[src/rtl/lsu_pkg.sv]
// Shared types and helpers for the load/store unit: access sizes, FSM states
// and the byte-lane enable function used by the store merge.
package lsu_pkg;

  typedef enum logic [1:0] {
    SZ_BYTE = 2'd0,
    SZ_HALF = 2'd1,
    SZ_WORD = 2'd2,
    SZ_RSVD = 2'd3
  } lsu_size_e;

  typedef enum logic [1:0] {
    IDLE = 2'd0,
    RD   = 2'd1,
    WR   = 2'd2,
    RSP  = 2'd3
  } lsu_state_e;

  function automatic logic [3:0] lane_mask(lsu_size_e size, logic [1:0] off);
    case (size)
      SZ_BYTE: lane_mask = 4'b0001 << off;
      SZ_HALF: lane_mask = 4'b0011 << off;
      default: lane_mask = 4'b1111;
    endcase
  endfunction

  function automatic logic [2:0] size_bytes(lsu_size_e size);
    case (size)
      SZ_BYTE: size_bytes = 3'd1;
      SZ_HALF: size_bytes = 3'd2;
      default: size_bytes = 3'd4;
    endcase
  endfunction

endpackage

[src/rtl/load_store_unit_if.sv]
// CPU-side request/response bundle of the load/store unit.
interface load_store_unit_if #(
  parameter int ADDR_W = 32
);
  // valid/ready: a beat transfers on a rising edge where both are 1; the
  // sender holds valid and its payload stable until that edge.
  logic              req_valid;
  logic              req_ready;
  logic              req_we;
  logic [1:0]        req_size;
  logic              req_signed;
  logic [ADDR_W-1:0] req_addr;
  logic [31:0]       req_wdata;
  logic              resp_valid;
  logic              resp_ready;
  logic [31:0]       resp_rdata;
  logic              resp_err;

  modport master (
    output req_valid, req_we, req_size, req_signed, req_addr, req_wdata, resp_ready,
    input  req_ready, resp_valid, resp_rdata, resp_err
  );

  modport slave (
    input  req_valid, req_we, req_size, req_signed, req_addr, req_wdata, resp_ready,
    output req_ready, resp_valid, resp_rdata, resp_err
  );
endinterface

[src/rtl/lsu_align.sv]
// Combinational lane logic: load extraction with sign/zero extension and
// sub-word store merge into a previously read word (little-endian lanes).
module lsu_align
  import lsu_pkg::*;
(
  input  lsu_size_e   size,
  input  logic [1:0]  off,
  input  logic        sign_ext,
  input  logic [31:0] rd_word,
  output logic [31:0] load_data,
  input  logic [31:0] old_word,
  input  logic [31:0] wdata,
  output logic [31:0] store_word
);

  logic [7:0]  lane_b;
  logic [15:0] lane_h;
  logic [3:0]  mask;
  logic [31:0] rep;

  always_comb begin
    lane_b    = rd_word[{off, 3'b000} +: 8];
    lane_h    = rd_word[{off[1], 4'b0000} +: 16];
    load_data = rd_word;
    case (size)
      SZ_BYTE: load_data = {{24{sign_ext & lane_b[7]}}, lane_b};
      SZ_HALF: load_data = {{16{sign_ext & lane_h[15]}}, lane_h};
      default: load_data = rd_word;
    endcase
  end

  // Store data is replicated to every lane; the mask picks which ones land.
  always_comb begin
    mask = lane_mask(size, off);
    case (size)
      SZ_BYTE: rep = {4{wdata[7:0]}};
      SZ_HALF: rep = {2{wdata[15:0]}};
      default: rep = wdata;
    endcase
    store_word = old_word;
    for (int i = 0; i < 4; i++) begin
      if (mask[i]) store_word[8*i +: 8] = rep[8*i +: 8];
    end
  end

endmodule

[src/rtl/load_store_unit.sv]
// Load/store unit between execute stage and a word-wide data memory.
// Define LSU_MISALIGN_TRAP_EN to report misaligned accesses as errors;
// otherwise the low address bits are forced to the access alignment.
module load_store_unit
  import lsu_pkg::*;
#(
  parameter int MEM_BYTES = 16,
  parameter int ADDR_W    = 32
) (
  input  logic               clock,
  input  logic               reset_n,
  load_store_unit_if.slave   bus,
  output logic               mem_we,
  output logic [31:0]        mem_a,
  output logic [31:0]        mem_wd,
  input  logic [31:0]        mem_rd,
  output lsu_state_e         dbg_state
);

  localparam logic [ADDR_W:0] MEM_LIMIT = (ADDR_W+1)'(MEM_BYTES);

  lsu_state_e        state_q, state_d;
  logic [ADDR_W-1:0] addr_q;
  lsu_size_e         size_q;
  logic              signed_q, we_q;
  logic [31:0]       wdata_q, buf_q, rdata_q;
  logic              err_q;

  lsu_size_e         req_sz;
  logic [ADDR_W-1:0] eff_addr;
  logic [ADDR_W:0]   end_addr;
  logic              misalign_err, req_err, accept;
  logic [31:0]       load_data, store_word;

  assign accept = bus.req_valid && (state_q == IDLE);
  assign req_sz = lsu_size_e'(bus.req_size);

  always_comb begin
    eff_addr     = bus.req_addr;
    misalign_err = 1'b0;
`ifdef LSU_MISALIGN_TRAP_EN
    misalign_err = ((req_sz == SZ_HALF) && bus.req_addr[0]) ||
                   ((req_sz == SZ_WORD) && (bus.req_addr[1:0] != 2'b00));
`else
    if (req_sz == SZ_HALF) eff_addr[0]   = 1'b0;
    if (req_sz == SZ_WORD) eff_addr[1:0] = 2'b00;
`endif
    // One extra bit so an address near the top of the space cannot wrap.
    end_addr = {1'b0, eff_addr} + {{(ADDR_W-2){1'b0}}, size_bytes(req_sz)};
    req_err  = (req_sz == SZ_RSVD) || misalign_err || (end_addr > MEM_LIMIT);
  end

  always_ff @(posedge clock or negedge reset_n) begin
    if (!reset_n) state_q <= IDLE;
    else          state_q <= state_d;
  end

  always_comb begin
    state_d       = state_q;
    bus.req_ready = 1'b0;
    bus.resp_valid = 1'b0;
    mem_we        = 1'b0;
    mem_a         = '0;
    mem_wd        = '0;
    case (state_q)
      IDLE: begin
        bus.req_ready = 1'b1;
        if (accept) begin
          if (req_err)                                state_d = RSP;
          else if (bus.req_we && req_sz == SZ_WORD)   state_d = WR;
          else                                        state_d = RD;
        end
      end
      RD: begin
        mem_a   = 32'({addr_q[ADDR_W-1:2], 2'b00});
        state_d = we_q ? WR : RSP;
      end
      WR: begin
        mem_we  = 1'b1;
        mem_a   = 32'({addr_q[ADDR_W-1:2], 2'b00});
        mem_wd  = store_word;
        state_d = RSP;
      end
      RSP: begin
        bus.resp_valid = 1'b1;
        if (bus.resp_ready) state_d = IDLE;
      end
      default: state_d = IDLE;
    endcase
  end

  always_ff @(posedge clock or negedge reset_n) begin
    if (!reset_n) begin
      addr_q   <= '0;
      size_q   <= SZ_BYTE;
      signed_q <= 1'b0;
      we_q     <= 1'b0;
      wdata_q  <= '0;
      buf_q    <= '0;
      rdata_q  <= '0;
      err_q    <= 1'b0;
    end else begin
      if (accept) begin
        addr_q   <= eff_addr;
        size_q   <= req_sz;
        signed_q <= bus.req_signed;
        we_q     <= bus.req_we;
        wdata_q  <= bus.req_wdata;
        rdata_q  <= '0;
        err_q    <= req_err;
      end
      if (state_q == RD) begin
        buf_q <= mem_rd;
        if (!we_q) rdata_q <= load_data;
      end
      if (state_q == RSP && bus.resp_ready) begin
        rdata_q <= '0;
        err_q   <= 1'b0;
      end
    end
  end

  assign bus.resp_rdata = rdata_q;
  assign bus.resp_err   = err_q;
  assign dbg_state      = state_q;

  lsu_align u_align (
    .size       (size_q),
    .off        (addr_q[1:0]),
    .sign_ext   (signed_q),
    .rd_word    (mem_rd),
    .load_data  (load_data),
    .old_word   (buf_q),
    .wdata      (wdata_q),
    .store_word (store_word)
  );

endmodule

[src/flat_wrapper.sv]
// flat-port wrapper written by rule: the top's interface ports become plain ports
module load_store_unit_flat import lsu_pkg::*;
#(
  parameter int MEM_BYTES = 16,
  parameter int ADDR_W    = 32
)
  (clock, reset_n, mem_we, mem_a, mem_wd, mem_rd, dbg_state, bus_req_valid, bus_req_we, bus_req_size, bus_req_signed, bus_req_addr, bus_req_wdata, bus_resp_ready, bus_req_ready, bus_resp_valid, bus_resp_rdata, bus_resp_err);
  load_store_unit_if #(.ADDR_W(ADDR_W)) bus_i ();
  input  logic clock;
  input  logic reset_n;
  output logic mem_we;
  output logic [31:0] mem_a;
  output logic [31:0] mem_wd;
  input  logic [31:0] mem_rd;
  output lsu_state_e dbg_state;
  input wire logic [$bits(bus_i.req_valid)-1:0] bus_req_valid;
  input wire logic [$bits(bus_i.req_we)-1:0] bus_req_we;
  input wire logic [$bits(bus_i.req_size)-1:0] bus_req_size;
  input wire logic [$bits(bus_i.req_signed)-1:0] bus_req_signed;
  input wire logic [$bits(bus_i.req_addr)-1:0] bus_req_addr;
  input wire logic [$bits(bus_i.req_wdata)-1:0] bus_req_wdata;
  input wire logic [$bits(bus_i.resp_ready)-1:0] bus_resp_ready;
  output wire logic [$bits(bus_i.req_ready)-1:0] bus_req_ready;
  output wire logic [$bits(bus_i.resp_valid)-1:0] bus_resp_valid;
  output wire logic [$bits(bus_i.resp_rdata)-1:0] bus_resp_rdata;
  output wire logic [$bits(bus_i.resp_err)-1:0] bus_resp_err;
  assign bus_i.req_valid = bus_req_valid;
  assign bus_i.req_we = bus_req_we;
  assign bus_i.req_size = bus_req_size;
  assign bus_i.req_signed = bus_req_signed;
  assign bus_i.req_addr = bus_req_addr;
  assign bus_i.req_wdata = bus_req_wdata;
  assign bus_i.resp_ready = bus_resp_ready;
  assign bus_req_ready = bus_i.req_ready;
  assign bus_resp_valid = bus_i.resp_valid;
  assign bus_resp_rdata = bus_i.resp_rdata;
  assign bus_resp_err = bus_i.resp_err;
  load_store_unit #(.MEM_BYTES(MEM_BYTES), .ADDR_W(ADDR_W)) u_core (.clock(clock), .reset_n(reset_n), .bus(bus_i), .mem_we(mem_we), .mem_a(mem_a), .mem_wd(mem_wd), .mem_rd(mem_rd), .dbg_state(dbg_state));
endmodule
[config.mk]
export PLATFORM = sky130hd
export DESIGN_NAME = load_store_unit_flat
export DESIGN_NICKNAME = d
export VERILOG_FILES = /design/src/rtl/lsu_pkg.sv /design/src/rtl/load_store_unit_if.sv /design/src/rtl/lsu_align.sv /design/src/rtl/load_store_unit.sv /design/src/flat_wrapper.sv
export SDC_FILE = /design/constraint.sdc
export NUM_CORES = 1
export LEC_CHECK = 0
export ABC_AREA = 1
export BUFFER_PORTS_ARGS = -buffer_cell sky130_fd_sc_hd__buf_4
export CAP_MARGIN = 10
export CORE_ASPECT_RATIO = 0.7
export CORE_UTILIZATION = 58
export CTS_CLUSTER_DIAMETER = 50
export DETAILED_ROUTE_END_ITERATION = 10
export GPL_TIMING_DRIVEN = 0
export PLACE_DENSITY = 0.86
export SYNTH_ARGS = -nofsm -noshare
export SYNTH_HDL_FRONTEND = slang
export SYNTH_SLANG_ARGS = --single-unit
[constraint.sdc]
create_clock -name clock -period 4.7 [get_ports clock]
set_clock_uncertainty 0.1 [all_clocks]
set_input_delay 0.47 -clock clock [delete_from_list [all_inputs] [get_ports clock]]
set_output_delay 0.47 -clock clock [all_outputs]
set_load 0.03 [all_outputs]
Yosys cells after proc, flatten, opt, wreduce, memory -nomap -nowiden
Cells that the tools add are included.

Output and inout bits: 102. Logic and storage cells: 63. Input bits: 104. Register bits after elaboration: 135.

Multiplexer cells: 27. Order comparisons: 1. $add $sub $neg: 1. Equal/unequal tests: 9. Reductions and logical operators: 10. Shift operators: 4. Bitwise gates (word level): 2.

Operator list (number): two-way mux 32 bit (6); case mux 32 bit (2 select lines) (2); adder 32 x 3 -> 33 bit (1); greater-than comparator 33 x 5 -> 1 bit (second input constant) (1); two-way mux 8 bit (4); variable part select 32 x 6 -> 16 bit (1); variable part select 32 x 6 -> 8 bit (1); two-way mux 2 bit (5); == test 2 bit (second input constant) (4); case mux 2 bit (4 select lines) (1); case mux 4 bit (2 select lines) (1); two-way mux 1 bit (7); == test 2 x 1 -> 1 bit (second input constant) (3); zero test 2 bit (3); case mux 3 bit (2 select lines) (1); << shifter 1 x 2 -> 4 bit (first input constant) (1); << shifter 2 x 2 -> 4 bit (first input constant) (1); logical AND 1 bit (3); bitwise AND 1 bit (2); inequality test 2 x 1 -> 1 bit (second input constant) (1); inequality test 2 bit (second input constant) (1); AND reduction 2 bit (1); nonzero test 2 bit (1); OR reduction 2 bit (1); logical OR 1 bit (1).

Longest topological paths before layout
Gate-level depths: netlist of the first run.

Word-level depth: 9. Mapped depth: 19. Gate-level depth less buffers: 19.

Modules after synthesis
From an unflattened synthesis of the first run, not the netlist that was laid out.

Cell total of the unflattened synthesis: 1255. Area, all modules: 8565.7 sq um.

Modules (own cells, without submodules): load_store_unit (times used 1, area each 6954.2 sq um, cells each 920, sequential area each 3378.2 sq um); lsu_align (times used 1, area each 1611.5 sq um, cells each 335, sequential area each 0.0 sq um).

Least setup slack after synthesis of the first run
Ideal clock, no wire load.

Path kind: input port to flip-flop. Start point: input bus_req_size[0]. End point: register u_core.err_q, in the netlist u_core.bus.resp_err. Arrival time: 2.529 ns. Stages on the path: 16. Data required time: 4.479 ns. Library setup time: 0.121 ns. Buffers on the path: 0. Slack: 1.950 ns. Path through: inv_1 -> nor2_1 -> nor3b_1 -> ha_1 -> fa_1 -> or2_2 -> nor2_1 -> nand4_1 -> nor2_1 -> nand2_1 -> a21oi_2 -> nand2_1 -> nor2_2 -> nand2_1 -> nor2_1 -> nor2_1.

Cells in the longest elaborated chain, start to end: 8. Elaborated cells on any way between the ends: 12. Classes of those cells: add/sub: 1; order compare: 1; eq/ne: 3; mux: 5; reduce/logical: 2.

Ends and longest elaborated chain: start: declaration (RTL line flat_wrapper.sv:18) `input wire logic [$bits(bus_i.req_size)-1:0] bus_req_size;`; == test 2 x 1 -> 1 bit (RTL line load_store_unit.sv:45) `if (req_sz == SZ_HALF) eff_addr[0] = 1'b0;`; two-way mux 1 bit (RTL line load_store_unit.sv:45); two-way mux 2 bit (*) (RTL line load_store_unit.sv:46) `if (req_sz == SZ_WORD) eff_addr[1:0] = 2'b00;`; net u_core.eff_addr[0] (RTL line load_store_unit.sv:30) `logic [ADDR_W-1:0] eff_addr;`; adder 32 x 3 -> 33 bit (*) (RTL line load_store_unit.sv:49) `end_addr = {1'b0, eff_addr} + {{(ADDR_W-2){1'b0}}, size_bytes(req_sz)};`; greater-than comparator 33 x 5 -> 1 bit (*) (RTL line load_store_unit.sv:50) `req_err = (req_sz == SZ_RSVD) || misalign_err || (end_addr > MEM_LIMIT);`; logical OR 1 bit (*) (RTL line load_store_unit.sv:50); two-way mux 1 bit (*) (RTL line load_store_unit.sv:103) `if (accept) begin`; two-way mux 1 bit (*) (RTL line load_store_unit.sv:116) `if (state_q == RSP && bus.resp_ready) begin`; end signal: assignment (RTL line load_store_unit.sv:110) `err_q <= req_err;`; end: declaration (RTL line load_store_unit.sv:27) `logic err_q;`.

Mark *: on every way through the listed nets, which the timed path passes. The rest lies on a longest branch. The select of a mux whose other input is x is not followed. A chain may end at the register's enable or synchronous reset.

Worst setup path in the final report of the first run
Start point: register u_core.size_q[1]. End point: output mem_wd[22].

Cells in the longest elaborated chain, start to end: 4. Elaborated cells on any way between the ends: 6. Classes of those cells: eq/ne: 1; mux: 4; reduce/logical: 1.

Ends and longest elaborated chain: start: declaration (RTL line load_store_unit.sv:24) `lsu_size_e size_q;`; start signal: assignment (RTL line load_store_unit.sv:105) `size_q <= req_sz;`; == test 2 x 1 -> 1 bit or zero test 2 bit (tied branches) (RTL line lsu_pkg.sv:20, lsu_align.sv:35); case mux 32 bit (2 select lines) or case mux 4 bit (2 select lines) (tied branches) (RTL line lsu_align.sv:35, lsu_pkg.sv:20); two-way mux 8 bit (*) (RTL line lsu_align.sv:42) `if (mask[i]) store_word[8*i +: 8] = rep[8*i +: 8];`; two-way mux 32 bit (*) (RTL line load_store_unit.sv:65) `case (state_q)`; end: declaration (RTL line flat_wrapper.sv:13) `output logic [31:0] mem_wd;`.

Mark *: on every way between the ends. The rest lies on a longest branch, timed or not.

==> results of run 1 <==
[worst max-delay path: stages, from the launching register on]
cell and delay (ns):
sky130_fd_sc_hd__dfrtp_1 0.32, sky130_fd_sc_hd__buf_4 0.17, sky130_fd_sc_hd__nor2_1 0.07, sky130_fd_sc_hd__buf_4 0.18, sky130_fd_sc_hd__nor2_4 0.24, sky130_fd_sc_hd__inv_2 0.14
sky130_fd_sc_hd__a22oi_2 0.32, sky130_fd_sc_hd__buf_4 0.24, sky130_fd_sc_hd__o21ai_1 0.08, sky130_fd_sc_hd__a31oi_1 0.17, sky130_fd_sc_hd__buf_4 0.19
[power by group]
group / total, mW / internal (mW) / switching (mW)
Combinational: 4.43 / 1.39 / 3.03
Clock: 1.32 / 0.763 / 0.554
Sequential: 2.03 / 1.70 / 0.330
Total: 7.77 / 3.85 / 3.91
[area by class of cell]
type | instances | area, um2
clock buffers | 20 | 457
clock inverters | 12 | 120
plain buffers | 62 | 272
repair buffers | 205 | 1570
inverters | 143 | 538
multi-input cells | 819 | 3980
well taps | 185 | 231
flip-flops and latches | 135 | 3380
fillers | 986 | 2900
[per-stage QoR]
stage,power (mW),std cells,cell area [um2]
3_5_place_dp,6.33,1548,9960
2_1_floorplan,4.76,1159,8170
6_report,7.77,1581,10500
5_1_grt,8.21,1581,10500
4_1_cts,7.67,1581,10500
3_3_place_gp,6.21,1547,9930
[Yosys cell counts (4+ instances only)]
cell	instances
sky130_fd_sc_hd__a211oi_1	9
sky130_fd_sc_hd__a21oi_1	77
sky130_fd_sc_hd__a31oi_1	10
sky130_fd_sc_hd__buf_2	4
sky130_fd_sc_hd__buf_4	7
sky130_fd_sc_hd__clkbuf_1	47
sky130_fd_sc_hd__dfrtp_1	135
sky130_fd_sc_hd__ha_1	7
sky130_fd_sc_hd__inv_1	135
sky130_fd_sc_hd__inv_2	4
sky130_fd_sc_hd__nand2_1	361
sky130_fd_sc_hd__nand2_2	10
sky130_fd_sc_hd__nand3_1	66
sky130_fd_sc_hd__nand4_1	13
sky130_fd_sc_hd__nor2_1	70
sky130_fd_sc_hd__nor2_2	8
sky130_fd_sc_hd__nor2_4	8
sky130_fd_sc_hd__nor3_1	5
sky130_fd_sc_hd__o2111ai_1	7
sky130_fd_sc_hd__o211ai_1	6
sky130_fd_sc_hd__o211ai_2	11
sky130_fd_sc_hd__o21ai_0	112
sky130_fd_sc_hd__o21ai_1	5
sky130_fd_sc_hd__xor2_1	13
[cell families after synthesis]
group	after synthesis	synth area share, %
simple gates	548	28.4
xor+xnor	14	1.50
other cells	1	0.0459
flops	135	41.4
buf+inv	205	9.91
compound gates	247	17.5
fa+ha+maj	8	1.32
[worst max-delay path by stage]
stage / to / slack, ns / cells past startpoint
6_report: mem_wd[22] / 1.57 / 10
5_1_grt: u_core.bus.resp_err / 1.47 / 19
4_1_cts: mem_wd[23] / 1.62 / 10
3_5_place_dp: u_core.dbg_state[1] / 1.45 / 17
3_3_place_gp: u_core.dbg_state[1] / 1.52 / 17
2_1_floorplan: u_core.bus.resp_err / 1.95 / 16
[metal layers]
layer | vias to the layer above | GRT usage, %
met5 | - | 0
met3 | 88 | 12.1
met4 | 0 | 11.5
met2 | 674 | 54.9
li1 | 4187 | -
met1 | 4216 | 60.4
[registers in the layout, indices dropped and copies added (netlist names)]
| signal | cells |
|---|---|
| u_core.addr_q | 32 |
| u_core.buf_q | 32 |
| u_core.bus.resp_err | 1 |
| u_core.bus.resp_rdata | 32 |
| u_core.dbg_state | 2 |
| u_core.signed_q | 1 |
| u_core.size_q | 2 |
| u_core.wdata_q | 32 |
| u_core.we_q | 1 |
==> flow_summary_export.csv, run 1 <==
group,metric,value,unit
run_status,outcome,"finished clean",
drt,final_antenna_net_count,0,
synth,ys_async_sr_fraction,100,%
cts,clk_pin_slew,0.06,ns
die,io-pin-count,206,
global_route,grt_pass1_vias,8140,
cts,tritoncts_clock_tree,"yes",
timing,worst_hold_slack,0.134,ns
die,fp.dieArea,14600,um2
cts,cts_htree_levels,4,
synth,synth_area_per_cell,7.05,um2
placement,routabilityCongestion,1.04,
hold_path,hold-path-endpoint,"u_core.wdata_q[25]",
hold_path,number_of_cells_on_the_worst_hold_path,3,
timing,max-slew-margin-rel,44.2,%
placement,pre_cts_slack,1.45,ns
drt,drtIter0Drc,1084,
timing,setup_total_negative_slack,0,ns
cts,clock_insertion_delay_worst_skew,0.43,ns
pwr,leakage_power,5.50,nW
placement,hpwl,21800,um
die,die_boundary_width,144,um
timing,report.final.slew_viol_count,0,
synth,synth.cell_area,8170,um2
global_route,grt_antenna_before_repair,0,
timing,setup_repair_after_global_routing_missed_its_margin,"false",
synth,synthDominantCellAreaShare,41.4,%
cts,cts-buffers-inserted,17,
global_route,grt_max_degree,82,
hold_path,startpoint_of_the_worst_hold_path,"bus_req_wdata[25]",
global_route,grt_first_pass_wirelength,43500,um
synth,synth_flop_cell,"sky130_fd_sc_hd__dfrtp_1",
cts,post_cts_resized,0,
drt,detailroute.wirelength.met2,11500,um
global_route,gr-usage-all-layers,40.1,%
cells_and_area,flow.area_growth_from_synthesis,29.1,%
die,start_util,60.7,%
cts,hold_buffers,1,
synth,yosys_warnings,0,
critical_path,endpoint_kind,"primary output",
cts,cts.sinks,135,
synth,yosys_register_bits,135,
cts,ctsLongestPathBuffers,2,
critical_path,setup.reg_to_reg.worst_slack,1.85,ns
critical_path,cp_data_required_time,4.13,ns
critical_path,start_kind,"flop",
pwr,power_density,737,nW/um2
cells_and_area,layout_common_cells,"361 x sky130_fd_sc_hd__nand2_1, 209 x sky130_fd_sc_hd__buf_4, 135 x sky130_fd_sc_hd__inv_1, 135 x sky130_fd_sc_hd__dfrtp_1, 112 x sky130_fd_sc_hd__o21ai_0",
cells_and_area,final_layout_size_suffix_gt1_share,21.3,%
critical_path,worst_ep_arrival_time,2.56,ns
drt,post-route-drc-count,0,
global_route,globalRoute.totalOverflow,0,
critical_path,timing_worst_setup_path_type,"reg2out",
drt,route.detailed.wl_per_inst,18.0,um
drt,routed_wirelength,28400,um
timing,setup_viol,0,
synth,count_of_mapped_cells_out_of_synthesis,1158,
die,fp.coreArea,13400,um2
drt,wl_met3,4210,um
critical_path,worstPathMaxFanout,10,
cells_and_area,diodes,0,
timing,finalCriticalPeriod,3.13,ns
timing,hold_viol,0,
cells_and_area,final_util,78.4,%
synth,yosys.area.top_type,"sky130_fd_sc_hd__dfrtp_1",
flow_run,maxCapViolCount,0,
drt,drt_pass1_iterations,6,
die,height_of_the_chip,101,um
drt,topRoutingLayerUsed,"met4",
timing,worstMarginPinSlew,0.837,ns
hold_path,timing.hold.worst.class,"in2reg",
timing,layout_worst_path_cycle_share,66.6,%
placement,numPortBuffers,203,
synth,synth.lib_cells_used.distinct,42,
cells_and_area,nets,1495,
timing,clock.fmax,0.320,GHz
critical_path,launch_point_of_the_worst_reg_to_reg_path,"u_core.dbg_state[0]",
die,num_rows,35,
synth,synth_seq_area_share,41.4,%
pwr,max-vdd-ir-drop,0.494,mV
critical_path,worst_setup_path_startpoint,"u_core.size_q[1]",
cells_and_area,final_common_cell,"sky130_fd_sc_hd__nand2_1",
drt,post_drt_via_cell_ratio,5.80,
timing,postLayoutSetupSlackWorst,1.57,ns
synth,synthTopCellsByArea,"sky130_fd_sc_hd__dfrtp_1 41%, sky130_fd_sc_hd__nand2_1 17%, sky130_fd_sc_hd__o21ai_0 6.9%",
drt,vias,9165,
cts,clk_root_buffer_cell,"sky130_fd_sc_hd__clkbuf_16",
synth,synth_edf_count,0,
critical_path,r2r-end,"u_core.addr_q[31]",
cts,cts.repair_timing.setup_buffer_count,0,
drt,met1_length,12000,um
critical_path,worstRegToRegCells,8,
(Power assumes the default switching activity.)
==> run 2: changes to the inputs <==
- CORE_UTILIZATION: 58 -> 49
- PLACE_DENSITY: 0.86 -> 0.77
- clock period: 4.7 -> 2.8 ns (I/O delays scaled with it)
==> flow_summary_export.csv, run 2 (synthesis results as in run 1) <==
group,metric,value,unit
global_route,grt_pass1_vias,8216,
critical_path,cp.buffers_inverters,3,
cells_and_area,final_common_cell,"sky130_fd_sc_hd__nand2_1",
pwr,p_int,6.57,mW
critical_path,worst_path_largest_cell_delay,0.45,ns
die,start_util,50.1,%
timing,setup_repair_after_global_routing_missed_its_margin,"false",
critical_path,worstRegToRegCells,8,
drt,drt_pass1_iterations,6,
global_route,grt_first_pass_wirelength,45200,um
drt,drtIter0Drc,890,
pwr,power_switching_share,50.0,%
pwr,clockPowerShare,16.8,%
cts,ctsLongestPathBuffers,2,
cells_and_area,flow.area_growth_from_synthesis,36.6,%
hold_path,startpoint_of_the_worst_hold_path,"mem_rd[5]",
hold_path,number_of_cells_on_the_worst_hold_path,3,
cells_and_area,final_layout_size_suffix_gt1_share,21.9,%
cts,clk_pin_slew,0.06,ns
critical_path,setup.reg_to_reg.worst_slack,0.27,ns
die,fp.coreArea,16300,um2
timing,postLayoutSetupSlackWorst,0.100,ns
drt,vias,9157,
critical_path,sequence_of_cells_on_the_critical_path,"inv_1, ha_1, clkbuf_2, o21ai_0, a211oi_1, buf_4",
drt,route.detailed.wl_per_inst,17.7,um
timing,worstMarginPinSlew,0.731,ns
placement,routabilityCongestion,0.967,
critical_path,endpoint_kind,"primary output",
cts,cts.sinks,135,
global_route,grt_antenna_before_repair,0,
pwr,seq_power_share,25.9,%
cts,clk_root_buffer_cell,"sky130_fd_sc_hd__clkbuf_16",
cells_and_area,fin_area,11200,um2
global_route,grt_util_met2,47.2,%
timing,layout_worst_path_cycle_share,96.4,%
pwr,max-vdd-ir-drop,0.572,mV
global_route,grt-busiest-layer,"met1",
critical_path,r2r-end,"u_core.wdata_q[31]",
timing,setup_total_negative_slack,0,ns
pwr,power.total,13.1,mW
cells_and_area,number_of_fillers_in_the_final_layout,1415,
timing,setup_viol,0,
placement,hpwl,22700,um
cts,cts_htree_levels,4,
critical_path,timing_worst_setup_path_type,"reg2out",
cells_and_area,nets,1548,
placement,numPortBuffers,203,
timing,hold_viol,0,
die,io-pin-count,206,
placement,pre_cts_slack,-0.302,ns
critical_path,worst_ep_arrival_time,2.32,ns
critical_path,critPathSlowestCell,"sky130_fd_sc_hd__dfrtp_1",
flow_run,maxCapViolCount,0,
cts,tritoncts_clock_tree,"yes",
die,num_rows,39,
cells_and_area,layout_common_cells,"361 x sky130_fd_sc_hd__nand2_1, 213 x sky130_fd_sc_hd__buf_4, 135 x sky130_fd_sc_hd__dfrtp_1",
critical_path,cp_data_required_time,2.42,ns
pwr,power_density,1180,nW/um2
global_route,globalRoute.totalOverflow,0,
global_route,grt_max_degree,90,
cts,clock_insertion_delay_worst_skew,0.43,ns
timing,report.final.slew_viol_count,0,
global_route,grt_use_met1,55.2,%
drt,post-route-drc-count,0,
cells_and_area,diodes,0,
hold_path,timing.hold.worst.class,"in2reg",
die,fp.dieArea,17200,um2
critical_path,critPathTopFamily,"buffers and inverters",
pwr,leakage_power,5.73,nW
timing,max-slew-margin-rel,51.3,%
pwr,power.net_switching,6.57,mW
pwr,p_comb_share,57.3,%
global_route,grtUsageMet3,9.62,%
hold_path,hold-path-endpoint,"u_core.buf_q[5]",
drt,routed_wirelength,29700,um
cts,cts-buffers-inserted,17,
placement,place_area,10000,um2
critical_path,start_kind,"flop",
die,die_boundary_width,156,um
timing,clock.fmax,0.370,GHz
critical_path,worstPathMaxFanout,10,
timing,finalCriticalPeriod,2.70,ns
drt,final_antenna_net_count,0,
drt,post_drt_via_cell_ratio,5.47,
global_route,gr-usage-all-layers,35.6,%
critical_path,launch_point_of_the_worst_reg_to_reg_path,"u_core.dbg_state[0]",
die,height_of_the_chip,110,um
run_status,outcome,"finished clean",
## run 2: changes by cell type in the layout (fill, tap and decap cells not counted), sizes merged
cell and delta:
dlygate4sd3 +49, clkinv -7, inv +5, clkinvlp +4, buf +3, clkbuf -1
## run 2: cell type report
| cell class | instances | area, um2 | area share, % |
|---|---|---|---|
| Inverter | 143 | 542 | 4.86 |
| Timing Repair Buffer | 258 | 2090 | 18.7 |
| Sequential cell | 135 | 3380 | 30.3 |
| Buffer | 62 | 282 | 2.52 |
| Multi-Input combinational cell | 819 | 4010 | 36.0 |
| Clock inverter | 14 | 136 | 1.22 |
| Tap cell | 225 | 282 | 2.52 |
| Clock buffer | 18 | 439 | 3.94 |
## run 2: metrics by stage
step	utilization, %	hold WS, ns	instances
2_1_floorplan	-	-0.116	1159
6_report	68.5	0.0109	1674
3_3_place_gp	61.2	0.358	1587
3_5_place_dp	61.4	0.142	1588
4_1_cts	68.1	0.000216	1671
5_1_grt	68.5	0.0191	1674
## run 2: worst max-delay path by stage
stage,start,end,slack (ns),depth (start not counted)
after floorplan,bus_req_size[0],u_core.bus.resp_err,0.24,16
after global placement,bus_req_size[0],u_core.dbg_state[1],-0.24,17
after detailed placement,bus_req_size[0],u_core.dbg_state[1],-0.30,17
after CTS,u_core.size_q[1],mem_wd[18],0.00006,10
after global routing,bus_req_size[0],u_core.bus.resp_err,0.02,20
final,u_core.dbg_state[0],mem_wd[29],0.10,6
## run 2: timing repair
item	CTS	global route
endpoints found under the hold margin	94	1
hold buffers	49	1
gates resized for setup	3	18
setup endpoints to repair	8	39
pin swaps	2	3
setup buffers	2	2
## run 2: worst register-to-register path, delay by kind of cell (launching register included)
kind,cells,cell delay (ns)
fa+ha+maj,1,0.27
buf+inv,4,1.30
flops,1,0.46
simple gates,3,0.34
## run 2: per-layer routing
| metal | wire length [um] | vias up | share of wire [%] |
|---|---|---|---|
| met4 | 539 | 0 | 1.8 |
| li1 | - | 4286 | - |
| met1 | 13800 | 4287 | 46 |
| met5 | 0 | - | 0 |
| met2 | 11700 | 532 | 40 |
| met3 | 3610 | 52 | 12 |
## run 2: power groups by stage
| stage | Combinational (mW) | Sequential (mW) | Clock [mW] |
|---|---|---|---|
| after floorplan | 4.36 | 3.63 | 0 |
| after global placement | 7.14 | 3.38 | 0 |
| after detailed placement | 7.23 | 3.40 | 0 |
| after CTS | 7.37 | 3.37 | 2.22 |
| after global routing | 8.18 | 3.48 | 2.30 |
| final | 7.53 | 3.40 | 2.21 |
==> run 3: changes to the inputs <==
- ABC_AREA: 1 -> 0
- CORE_UTILIZATION: 49 -> 48
==> flow_summary_export.csv, run 3 <==
group,metric,value,unit
synth,synthTopCellsByArea,"sky130_fd_sc_hd__dfrtp_1 44%, sky130_fd_sc_hd__mux2_2 14%, sky130_fd_sc_hd__nand2_1 4.7%",
global_route,grt_pass1_vias,7013,
synth,synth.cell_area,7660,um2
cells_and_area,finalNonFillerCells,1235,
placement,placed_cells,1172,
critical_path,start_kind,"flop",
pwr,leakage_power,4.88,nW
cells_and_area,flow.area_growth_from_synthesis,38.4,%
cts,clk_root_buffer_cell,"sky130_fd_sc_hd__clkbuf_16",
cells_and_area,register_area,3380,um2
drt,post-route-drc-count,0,
drt,post_drt_via_cell_ratio,5.99,
global_route,gr-usage-all-layers,32.5,%
synth,ys_async_sr_fraction,100,%
timing,worst_hold_slack,0.00569,ns
die,die_boundary_width,153,um
timing,report.final.slew_viol_count,0,
die,fp.dieArea,16500,um2
timing,finalCriticalPeriod,2.77,ns
synth,yosys_warnings,0,
critical_path,endpoint_kind,"primary output",
critical_path,worstPathMaxFanout,10,
synth,count_of_mapped_cells_out_of_synthesis,767,
critical_path,cp_data_required_time,2.42,ns
synth,synth_flop_cell,"sky130_fd_sc_hd__dfrtp_1",
drt,drtIter0Drc,904,
synth,synth_most_common_cell,"sky130_fd_sc_hd__dfrtp_1",
placement,routabilityCongestion,0.954,
global_route,grt_first_pass_wirelength,40100,um
timing,layout_worst_path_cycle_share,99.0,%
timing,setup_viol,0,
cts,tritoncts_clock_tree,"yes",
timing,worstMarginPinSlew,0.787,ns
synth,synthDominantCellAreaShare,44.1,%
placement,place_area,9500,um2
cells_and_area,multi_input_area,4110,um2
synth,yosys.area.top_type,"sky130_fd_sc_hd__dfrtp_1",
cts,ctsLongestPathBuffers,2,
global_route,grt_antenna_before_repair,1,
cts,clk_pin_slew,0.06,ns
timing,setup_total_negative_slack,0,ns
synth,synth_seq_area_share,44.1,%
pwr,max-vdd-ir-drop,0.856,mV
cells_and_area,nets,1135,
timing,setup_repair_after_global_routing_missed_its_margin,"true",
cells_and_area,final_common_cell,"sky130_fd_sc_hd__buf_4",
cells_and_area,layout_common_cells,"210 x sky130_fd_sc_hd__buf_4, 134 x sky130_fd_sc_hd__dfrtp_1, 96 x sky130_fd_sc_hd__nand2_1",
flow_run,maxCapViolCount,0,
cts,cts.sinks,135,
die,num_rows,38,
critical_path,worst_ep_arrival_time,2.39,ns
timing,max-slew-margin-rel,47.5,%
hold_path,timing.hold.worst.class,"in2reg",
die,io-pin-count,206,
drt,final_antenna_net_count,0,
critical_path,cp.buffers_inverters,4,
critical_path,sequence_of_cells_on_the_critical_path,"clkbuf_2, clkbuf_4, buf_2, nor2_1, nor2_4, nand2_1, a21boi_0, buf_4",
cts,cts-buffers-inserted,17,
die,start_util,49.3,%
global_route,globalRoute.totalOverflow,0,
die,height_of_the_chip,108,um
cts,clock_insertion_delay_worst_skew,0.42,ns
synth,synth_edf_count,0,
die,fp.coreArea,15500,um2
timing,hold_viol,0,
critical_path,critPathSlowestCell,"sky130_fd_sc_hd__a21boi_0",
run_status,outcome,"finished clean",
synth,synth_common_cells,"135 x sky130_fd_sc_hd__dfrtp_1, 96 x sky130_fd_sc_hd__nand2_1, 93 x sky130_fd_sc_hd__mux2_2",
timing,clock.fmax,0.361,GHz
placement,numPortBuffers,203,
drt,vias,7401,
cells_and_area,final_layout_size_suffix_gt1_share,38.2,%
cells_and_area,number_of_fillers_in_the_final_layout,1251,
cells_and_area,diodes,0,
cells_and_area,fin_area,10600,um2
drt,routed_wirelength,26100,um
drt,drt_pass1_iterations,7,
cts,cts_htree_levels,4,
synth,yosys_register_bits,135,
drt,route.detailed.wl_per_inst,21.1,um
cells_and_area,final_util,68.2,%
critical_path,critPathTopFamily,"buffers and inverters",
synth,synth_area_per_cell,9.99,um2
pwr,power_density,1270,nW/um2
critical_path,timing_worst_setup_path_type,"reg2out",
global_route,grt_max_degree,100,
synth,synth.lib_cells_used.distinct,65,
placement,hpwl,19200,um
critical_path,worst_path_largest_cell_delay,0.33,ns
run 3: worst paths after layout:
check | from | to | slack [ns] | cells after the start
max in group asynchronous | reset_n | u_core.bus.resp_rdata[29] | 1.56 | 3
max | u_core.addr_q[1] | mem_wd[6] | 0.03 | 8
min in group asynchronous | reset_n | u_core.addr_q[15] | 0.22 | 2
min reg2reg | u_core.addr_q[17] | u_core.addr_q[17] | 0.37 | 2
min | bus_req_wdata[16] | u_core.wdata_q[16] | 0.006 | 2
max reg2reg | u_core.dbg_state[0] | u_core.wdata_q[18] | 0.06 | 7
run 3: power by group:
part	switching, mW	internal [mW]
logic	4.45	3.03
registers	0.695	2.91
clock network	0.900	1.47
total	6.05	7.41
run 3: per-stage QoR:
| stage | setup WS, ns | power (mW) |
|---|---|---|
| 2_1_floorplan | -0.186 | 8.22 |
| 3_3_place_gp | -0.655 | 10.6 |
| 3_5_place_dp | -0.722 | 10.8 |
| 4_1_cts | 0.0321 | 13.3 |
| 5_1_grt | -0.0866 | 14.1 |
| 6_report | 0.0279 | 13.5 |
run 3: cell type report:
class | count | area share, %
repair buffers | 240 | 18.1
flip-flops and latches | 135 | 31.9
multi-input cells | 555 | 38.8
plain buffers | 52 | 2.29
clock buffers | 21 | 4.44
clock inverters | 10 | 1.37
inverters | 22 | 0.791
well taps | 200 | 2.36
run 3: worst register-to-register path, cell delays in order (launching register included):
cell and delay (ns):
sky130_fd_sc_hd__dfrtp_1 0.44, sky130_fd_sc_hd__inv_1 0.11, sky130_fd_sc_hd__ha_1 0.24, sky130_fd_sc_hd__clkbuf_8 0.17, sky130_fd_sc_hd__nand2_1 0.15, sky130_fd_sc_hd__clkbuf_1 0.43, sky130_fd_sc_hd__clkbuf_1 0.57, sky130_fd_sc_hd__mux2_2 0.42
run 3: layer usage:
layer	vias up	GRT usage [%]	share of wire [%]	routed length (um)
met5	-	0	0	0
met4	0	12.5	2.5	652
met3	66	9.34	12	3010
met2	454	46.4	42	11000
met1	3590	46.3	44	11500
li1	3291	-	-	-
run 3: cell families after synthesis:
| kind of cell | share of synthesized area [%] |
|---|---|
| xor+xnor | 0.800 |
| compound gates | 16.0 |
| flops | 44.1 |
| fa+ha+maj | 1.40 |
| simple gates | 15.0 |
| other cells | 0.0489 |
| buf+inv | 4.10 |
| mux | 18.6 |
run 3: timing repair:
item / in CTS / in global routing
endpoints found under the hold margin: 64 / 0
resized for setup: 32 / 31
setup endpoints to repair: 38 / 73
hold buffers: 29 / 0
pin swaps: 11 / 6
setup buffers: 5 / 2
